### src/rtl/pipeline_hazard_ctrl.sv
// pipeline_hazard_ctrl
//   Central stall/flush controller for the 5-stage LC-3b pipeline.
//   It drives the load and flush strobes of the IF/ID, ID/EX, EX/MEM and
//   MEM/WB stage registers, and the PC load.
//
//   Ports
//     clk, reset_sig            : clock, synchronous active-high reset
//     id_rs/id_rt, id_uses_*    : source registers of the instruction in ID
//     ex_dr, ex_mem_read,
//     ex_regfile_we             : destination and type of the instruction in EX
//     branch_taken              : MEM stage resolved a taken control transfer
//     imem_resp                 : I-cache response valid
//     dmem_req, dmem_resp       : D-cache request and response
//     cnt_clr                   : clears the performance counters
//     pc_load, *_load           : PC and stage-register load strobes
//     if/id/ex_reset            : stage-register flush (takes effect with load)
//     stall_cnt/bubble_cnt/
//     flush_cnt                 : saturating performance counters
module pipeline_hazard_ctrl #(
    parameter int CNT_WIDTH = 16
) (
    input  logic                 clk,
    input  logic                 reset_sig,
    input  logic [2:0]           id_rs,
    input  logic [2:0]           id_rt,
    input  logic                 id_uses_rs,
    input  logic                 id_uses_rt,
    input  logic [2:0]           ex_dr,
    input  logic                 ex_mem_read,
    input  logic                 ex_regfile_we,
    input  logic                 branch_taken,
    input  logic                 imem_resp,
    input  logic                 dmem_req,
    input  logic                 dmem_resp,
    input  logic                 cnt_clr,
    output logic                 pc_load,
    output logic                 if_load,
    output logic                 id_load,
    output logic                 ex_load,
    output logic                 mem_load,
    output logic                 if_reset,
    output logic                 id_reset,
    output logic                 ex_reset,
    output logic [CNT_WIDTH-1:0] stall_cnt,
    output logic [CNT_WIDTH-1:0] bubble_cnt,
    output logic [CNT_WIDTH-1:0] flush_cnt
);

    typedef enum logic [1:0] {
        RUN        = 2'd0,
        MEM_STALL  = 2'd1,
        FLUSH_PEND = 2'd2
    } state_t;

    state_t state, state_nxt;

    logic mem_busy, hazard, flush_now, bubble_now;

    assign mem_busy = !imem_resp || (dmem_req && !dmem_resp);

    // R0 is an ordinary register on LC-3b, so no zero-register exclusion.
    assign hazard = ex_mem_read && ex_regfile_we &&
                    ((id_uses_rs && (id_rs == ex_dr)) ||
                     (id_uses_rt && (id_rt == ex_dr)));

    // A branch seen during a stall is remembered in FLUSH_PEND and
    // performed on the first cycle the memories are ready again.
    assign flush_now  = !mem_busy && (branch_taken || (state == FLUSH_PEND));
    assign bubble_now = hazard && !mem_busy && !flush_now;

    always_ff @(posedge clk) begin
        if (reset_sig) state <= RUN;
        else           state <= state_nxt;
    end

    always_comb begin
        state_nxt = state;
        case (state)
            RUN, MEM_STALL: begin
                if (mem_busy && branch_taken) state_nxt = FLUSH_PEND;
                else if (mem_busy)            state_nxt = MEM_STALL;
                else                          state_nxt = RUN;
            end
            FLUSH_PEND: begin
                if (!mem_busy) state_nxt = RUN;
            end
            default: state_nxt = RUN;
        endcase
    end

    always_comb begin
        pc_load  = 1'b1;
        if_load  = 1'b1;
        id_load  = 1'b1;
        ex_load  = 1'b1;
        mem_load = 1'b1;
        if_reset = 1'b0;
        id_reset = 1'b0;
        ex_reset = 1'b0;
        if (reset_sig) begin
            // Clear every stage register on the next edge; PC has its own reset.
            pc_load  = 1'b0;
            if_reset = 1'b1;
            id_reset = 1'b1;
            ex_reset = 1'b1;
        end else if (mem_busy) begin
            pc_load  = 1'b0;
            if_load  = 1'b0;
            id_load  = 1'b0;
            ex_load  = 1'b0;
            mem_load = 1'b0;
        end else if (flush_now) begin
            // MEM/WB loads normally: the branch itself retires.
            if_reset = 1'b1;
            id_reset = 1'b1;
            ex_reset = 1'b1;
        end else if (bubble_now) begin
            pc_load  = 1'b0;
            if_load  = 1'b0;
            id_reset = 1'b1;
        end
    end

    localparam logic [CNT_WIDTH-1:0] CNT_MAX = '1;

    always_ff @(posedge clk) begin
        if (reset_sig || cnt_clr) begin
            stall_cnt  <= '0;
            bubble_cnt <= '0;
            flush_cnt  <= '0;
        end else begin
            if (mem_busy   && stall_cnt  != CNT_MAX) stall_cnt  <= stall_cnt  + 1'b1;
            if (bubble_now && bubble_cnt != CNT_MAX) bubble_cnt <= bubble_cnt + 1'b1;
            if (flush_now  && flush_cnt  != CNT_MAX) flush_cnt  <= flush_cnt  + 1'b1;
        end
    end

endmodule

### config.mk
export PLATFORM = sky130hd
export DESIGN_NAME = pipeline_hazard_ctrl
export DESIGN_NICKNAME = d
export VERILOG_FILES = /design/src/rtl/pipeline_hazard_ctrl.sv
export SDC_FILE = /design/constraint.sdc
export NUM_CORES = 1
export LEC_CHECK = 0
export CAP_MARGIN = 20
export CORE_MARGIN = 8
export CORE_UTILIZATION = 52
export DETAILED_ROUTE_END_ITERATION = 6
export GPL_TIMING_DRIVEN = 0
export PLACE_DENSITY = 0.86
export SYNTH_ARGS = -nofsm -noshare
export SYNTH_HDL_FRONTEND = slang
export SYNTH_SLANG_ARGS = --single-unit
export TNS_END_PERCENT = 30
### constraint.sdc
create_clock -name clk -period 3.7 [get_ports clk]
set_input_delay 0.37 -clock clk [delete_from_list [all_inputs] [get_ports clk]]
set_output_delay 0.37 -clock clk [all_outputs]
set_load 0.005 [all_outputs]
==> key figures <==
Status
  • Status: finished clean

Route
  • Routed vias/inst: 5.80
  • DRT antenna net count: 0
  • Initial DRC count: 182
  • DR WL/cell: 15.8 microns
  • DR DRC count: 0
  • DRT Pass-1 Iters: 5
  • Vias: 2803
  • Total wire length: 7.63 mm

Timing
  • Tcrit/Tclk final: 0.715
  • Final setup vio count: 0
  • RSZ-0062 raised after global routing: no
  • Fmax: 378 MHz
  • Slew Viols, Final: 0
  • Clock skew: 0.00656 ns
  • Final setup TNS: 0 ns
  • Tmin final: 2.64 ns
  • Fin. Hold Viols: 0
  • Slew headroom: 0.486
  • Worst Max-Slew Pin Slew: 0.764 ns

Floorplanning
  • # rows: 26
  • IO Count: 76
  • Die area: 7780 sq um
  • Chip width: 88.2 microns
  • Die Span Y: 88.2 microns
  • Total core area: 5070 sq um
  • Starting Density: 0.534

Place
  • Post-DP HPWL: 5.71 mm
  • GP Congestion: 0.888
  • Dpl cells: 475
  • Port Buffers: 75
  • Placed inst area: 3550 sq um

Synthesis
  • Syn Area/Cell: 8.21 sq um
  • Synth Flop Type: dfxtp_1
  • Sequential fraction of the synthesis area: 0.369
  • Post-synth cell types: 47
  • Synth Instances: 330
  • Async SR Flop Fraction: 0
  • EDFF count, synth: 0
  • Warning count from the yosys run: 0
  • Post-synth net total: 353
  • #FFs+latches synth: 50
  • Mapped Area: 2710 sq um

Critical path
  • Crit-path max FO: 7
  • Critical Path AT: 2.27 ns
  • Most common cell on crit path: clkdlybuf4s50_1
  • Slowest stage delay, CP: 0.53 ns
  • Worst path cell trace: clkdlybuf4s50_1 > o211ai_1 > nand2_1 > o21a_1 > clkdlybuf4s50_1
  • Setup CP Type: in -> out
  • Req. time, crit path: 3.33 ns
  • Crit path max-delay cell type: clkdlybuf4s50_1
  • Setup crit start kind: input pin
  • Crit. End Element: output pin

Global route
  • GR Util All Layers: 0.197
  • Grt total ovfl: 0
  • Initial antenna violation count: 0
  • Vias in the first global route: 2619
  • Largest net degree at the start of global routing: 15
  • First-pass GRT wire length: 12.4 mm

Final layout
  • Post-layout nets: 435
  • Finished Layout Cells: 483
  • Area Growth Syn to Fin: 34.9%
  • Number of diodes: 0
  • Post-route cell area: 3650 sq um
  • Share of cells above drive strength 1: 0.0460

Flow run
  • Max-Cap Viols: 0

Pwr
  • PD cells: 278 nW/um^2
  • Peak VDD IR: 228 uV
  • Lkg Pwr: 1.15 nW

Clocking
  • Clk pin slew, worst setup/hold paths: 0.09 ns
  • CTS H-Tree Depth: 2
  • TritonCTS clock tree: done
  • Cts repair resizes: 0
  • CTS Buf Count: 5
  • Clock Tree Buf Depth: 2
  • CTS Hold Buffers Added: 0
  • Root buffer cell: clkbuf_8
  • Setup bufs post-CTS: 0
  • Insertion delay to the later sink of the worst-skew pair: 0.30 ns
  • Sink Count: 50

Hold path
  • HP Class: reg -> reg
## metal layers
metal	wire [microns]	part of all wire	global-route usage	up-vias
met5	0	0	0	-
li1	-	-	-	1368
met3	582	0.076	0.0516	14
met4	116	0.015	0.0645	0
met1	3300	0.43	0.246	1321
met2	3630	0.48	0.320	100
## stage by stage
stage | util | setup slack, ns | hold slack [ns] | total power (W)
final | 0.720 | 1.06 | 0.473 | 0.00101
after global routing | 0.720 | 0.908 | 0.506 | 0.00106
after CTS | 0.720 | 1.05 | 0.473 | 0.00102
after detailed placement | 0.699 | 1.06 | 0.453 | 0.000648
after global placement | 0.699 | 1.06 | 0.454 | 0.000645
after floorplan | - | 1.90 | 0.427 | 0.000596
## synth_stat cells (all sizes together), types with 2 or more instances
cell type / count / share of area
dfxtp: 50 / 0.37
nor2: 32 / 0.044
nand2: 31 / 0.043
nand3: 23 / 0.042
xnor2: 18 / 0.058
nand4: 15 / 0.035
nor4: 15 / 0.035
a21oi: 12 / 0.022
nor3: 12 / 0.022
or3: 11 / 0.027
xor2: 10 / 0.032
o21ai: 9 / 0.017
and3: 8 / 0.018
buf: 8 / 0.021
clkbuf: 8 / 0.011
mux2i: 8 / 0.030
inv: 7 / 0.0097
and4: 6 / 0.020
and2: 4 / 0.0092
o31ai: 4 / 0.011
or4: 4 / 0.011
ha: 3 / 0.014
nand2b: 3 / 0.0069
nand4b: 3 / 0.0097
o21a: 3 / 0.0083
a211oi: 2 / 0.0055
a31oi: 2 / 0.0046
nor2b: 2 / 0.0046
nor4b: 2 / 0.0065
o2111ai: 2 / 0.013
o211ai: 2 / 0.0055
or2: 2 / 0.0046
## where the power goes
part / total (W) / internal (W) / switching, W
Clock: 0.000379 / 0.000203 / 0.000176
Combinational: 0.0000919 / 0.0000489 / 0.0000430
Sequential: 0.000543 / 0.000540 / 0.00000296
## flip-flops by register name, summed over array words and instances (netlist names)
register,flops
state,2
flush_cnt,16
stall_cnt,16
bubble_cnt,16
## cell families after synthesis
family / count (synthesis) / synth area share
AND/OR/NAND/NOR: 175 / 0.346
flip-flops: 50 / 0.369
buffers and inverters: 23 / 0.0416
multiplexers: 8 / 0.0295
adder cells (fa/ha/maj): 3 / 0.0139
AO/OA/AOI/OAI: 43 / 0.109
XOR/XNOR: 28 / 0.0905
## critical path, delay by kind of cell
| kind | cells | cell delay (ns) |
|---|---|---|
| AND/OR/NAND/NOR | 1 | 0.21 |
| AO/OA/AOI/OAI | 2 | 0.72 |
| buffers and inverters | 2 | 0.98 |
## worst paths after layout
check                startpoint       endpoint  slack, ns  cells past startpoint
setup / recovery   branch_taken       id_reset       1.06                      5
hold / removal         state[1]       state[0]       0.47                      1
setup reg to reg  bubble_cnt[5]  bubble_cnt[7]       1.69                      7
hold reg to reg        state[1]       state[0]       0.47                      1
## final cells by class
| cell class | count | area, sq um |
|---|---|---|
| Tap cell | 70 | 87.6 |
| Sequential cell | 50 | 1000 |
| Clock inverter | 1 | 30.0 |
| Clock buffer | 7 | 76.3 |
| Fill cell | 431 | 1420 |
| Inverter | 7 | 26.3 |
| Buffer | 16 | 86.3 |
| Timing Repair Buffer | 75 | 751 |
| Multi-Input combinational cell | 257 | 1600 |
## cell usage in the layout (no fill, tap or decap), drive strengths merged, types with 3 or more instances in the layout
| cell type | Yosys | final |
|---|---|---|
| nand3 | 23 | 23 |
| and3 | 8 | 8 |
| nand2b | 3 | 3 |
| ha | 3 | 3 |
| and4 | 6 | 6 |
| clkbuf | 8 | 15 |
| dfxtp | 50 | 50 |
| xor2 | 10 | 10 |
| nor3 | 12 | 12 |
| or3 | 11 | 11 |
| o21a | 3 | 3 |
| nand4b | 3 | 3 |
| xnor2 | 18 | 18 |
| nand2 | 31 | 31 |
| buf | 8 | 8 |
| o21ai | 9 | 9 |
| nor4 | 15 | 15 |
| or4 | 4 | 4 |
| nor2 | 32 | 32 |
| nand4 | 15 | 15 |
| clkdlybuf4s50 | 0 | 75 |
| mux2i | 8 | 8 |
| a21oi | 12 | 12 |
| inv | 7 | 7 |
| o31ai | 4 | 4 |
| and2 | 4 | 4 |
Power figures use the tool's default switching activity.
==> edit: new RTL, same settings <==
Re-encode `state_t` (3 states) as one-hot, 3 bits wide.
--- a/src/rtl/pipeline_hazard_ctrl.sv
+++ b/src/rtl/pipeline_hazard_ctrl.sv
@@ -47,8 +47,8 @@
 );
 
-    typedef enum logic [1:0] {
-        RUN        = 2'd0,
-        MEM_STALL  = 2'd1,
-        FLUSH_PEND = 2'd2
+    typedef enum logic [2:0] {
+        RUN        = 3'b001,
+        MEM_STALL  = 3'b010,
+        FLUSH_PEND = 3'b100
     } state_t;
 
Formal check against the unedited RTL: no difference found for any inputs over 10 cycles, from zero or initial values and one cycle with reset_sig high; not proved beyond that.
==> edit against the unedited design <==
  * Sequential cell count rose by 1
  * Design area fell by 0.62%
  * Combinational power barely moved
  * Synthesized area fell by 0.88%
  * Setup slack got worse by 0.35 ns
  * Cell count fell by 1.9%
  * Power rose by 4.0%
  * Fmax fell by 12%
  * Wire length fell by 0.18%
  * Largest power group unchanged
==> edit: results (changes against the unedited design) <==
stage,metric,value,unit,change
status,outcome,"finished, final reports clean",,
power,Gate power share,8.7,%,-0.4 points
power,maximum vdd drop,0.251,mV,+10%
placement,"worst slack, placed",0.706,ns,-0.351 ns
min_path,end of the worst hold path,state[1],,
critical_path,worst reg2reg path depth,6,,-1
placement,# port buffers,74,,-1.3%
grt,met1 Track Usage GR,22.2,%,-2.4 points
placement,GPL Wtd Cong,0.898,,+1.1%
route,Routed WL,7610,microns,-0.18%
power,Tot Pwr,0.00105,W,+4.0%
critical_path,crit path capture,if_load,,
placement,dpl hpwl,5700,microns,-0.15%
clocking,"Clk pin slew, worst setup/hold paths",0.09,ns,about the same
critical_path,arrival time worst endpoint,2.63,ns,+0.36 ns
clocking,worst skew pair latency,0.31,ns,
critical_path,CP peak stage delay,0.66,ns,+0.13 ns
critical_path,CP max stage cell,a211oi_1,,
yosys,sequential area share after synthesis,38.0,%,+1.1 points
clocking,CTS Buf Count,5,,unchanged
placement,Placed Instances,466,,-1.9%
grt,first-pass GRT wire length,11900,microns,-3.9%
layout,layout cell share with drive strength beyond 1,4.70,%,+0.10 points
layout,Fill cells,426,,-1.2%
grt,largest net degree at the start of global routing,16,,+1
grt,vias in the first global route,2537,,-3.1%
sta,Fin Hold WS,0.506,ns,+0.0325 ns
power,Cell Pwr Density,290,nW/um^2,+4.6%
route,Iteration-0 DRC Markers,139,,-24%
route,drt wl/cell,16.1,microns,+1.7%
critical_path,CP startpoint,ex_dr[2],,
yosys,"Avg Cell Area, Syn",8.34,sq um,+1.6%
grt,GR Util met3,3.75,%,-1.4 points
yosys,syn nets,345,,-2.3%
layout,nets,426,,-2.1%
yosys,Compound-Gate Fraction of Synth Area,15.0,%,+4.1 points
route,Initial DRT Pass Iterations,4,,-1
yosys,count of cell types in the netlist,46,,-2.1%
sta,worst-margin pin slew,0.757,ns,-0.00766 ns
route,via count,2776,,-0.96%
yosys,multiplexer share of the synthesized area,2.24,%,-0.72 points
critical_path,Critical Path Fanout Max,6,,-1
sta,final worst-path cycle share,81.0,%,+9.6 points
power,switching share of power,22.2,%,+0.29 points
clocking,clk buf depth,2,,unchanged
placement,Placed Area,3510,sq um,-0.95%
yosys,Synth Area in Adders,1.40,%,+0.012 points
grt,met2 GRT Util,34.5,%,+2.4 points
sta,Worst Skew,0.00859,ns,+0.00204 ns
yosys,XOR/XNOR Fraction of Synth Area,9.78,%,+0.73 points
min_path,hold_sp,state[2],,
yosys,Synth top cells by count,"dfxtp_1, nor2_1, nand4_1",,
yosys,Synth area leaders,"dfxtp_1, xnor2_1, nand4_1",,
grt,Tot GR Track Use,19.1,%,-0.59 points
critical_path,R2R Setup Slk,1.52,ns,-0.17 ns
power,P_clk,0.000405,W,+6.9%
power,LEAKAGE,1.16,nW,+0.97%
grt,initial antenna violation count,0,,unchanged
critical_path,origin of the critical flop-to-flop path,flush_cnt[0],,
critical_path,r2r endpoint,flush_cnt[7],,
==> edit: changes by cell type in the layout (fill, tap and decap cells not counted), sizes merged, moves of 5 or more <==
cell / delta
nor3: -5
nor4: -6
inv: +5
a211oi: +5
nand2: -13
nand4: +6
nand3: -5
o211ai: +5
==> edit: kinds of logic (layout without fill, tap and decap cells) <==
group / after synthesis / in the layout
AND/OR/NAND/NOR: 143 / 143
buffers and inverters: 28 / 110
XOR/XNOR: 30 / 30
flip-flops: 51 / 51
AO/OA/AOI/OAI: 61 / 61
multiplexers: 6 / 6
adder cells (fa/ha/maj): 3 / 3
==> edit: layout make-up <==
class | instances | share of cell area [%]
inverters | 12 | 1.24
clock buffers | 6 | 2.27
clock inverters | 2 | 0.965
plain buffers | 16 | 2.03
repair buffers | 74 | 20.4
multi-input cells | 243 | 42.6
flip-flops and latches | 51 | 28.1
well taps | 70 | 2.41
==> edit: per-layer routing <==
metal,routed length (microns),vias to the layer above
met5,0,-
met4,66,0
met3,439,9
met2,3900,90
met1,3200,1328
li1,-,1349
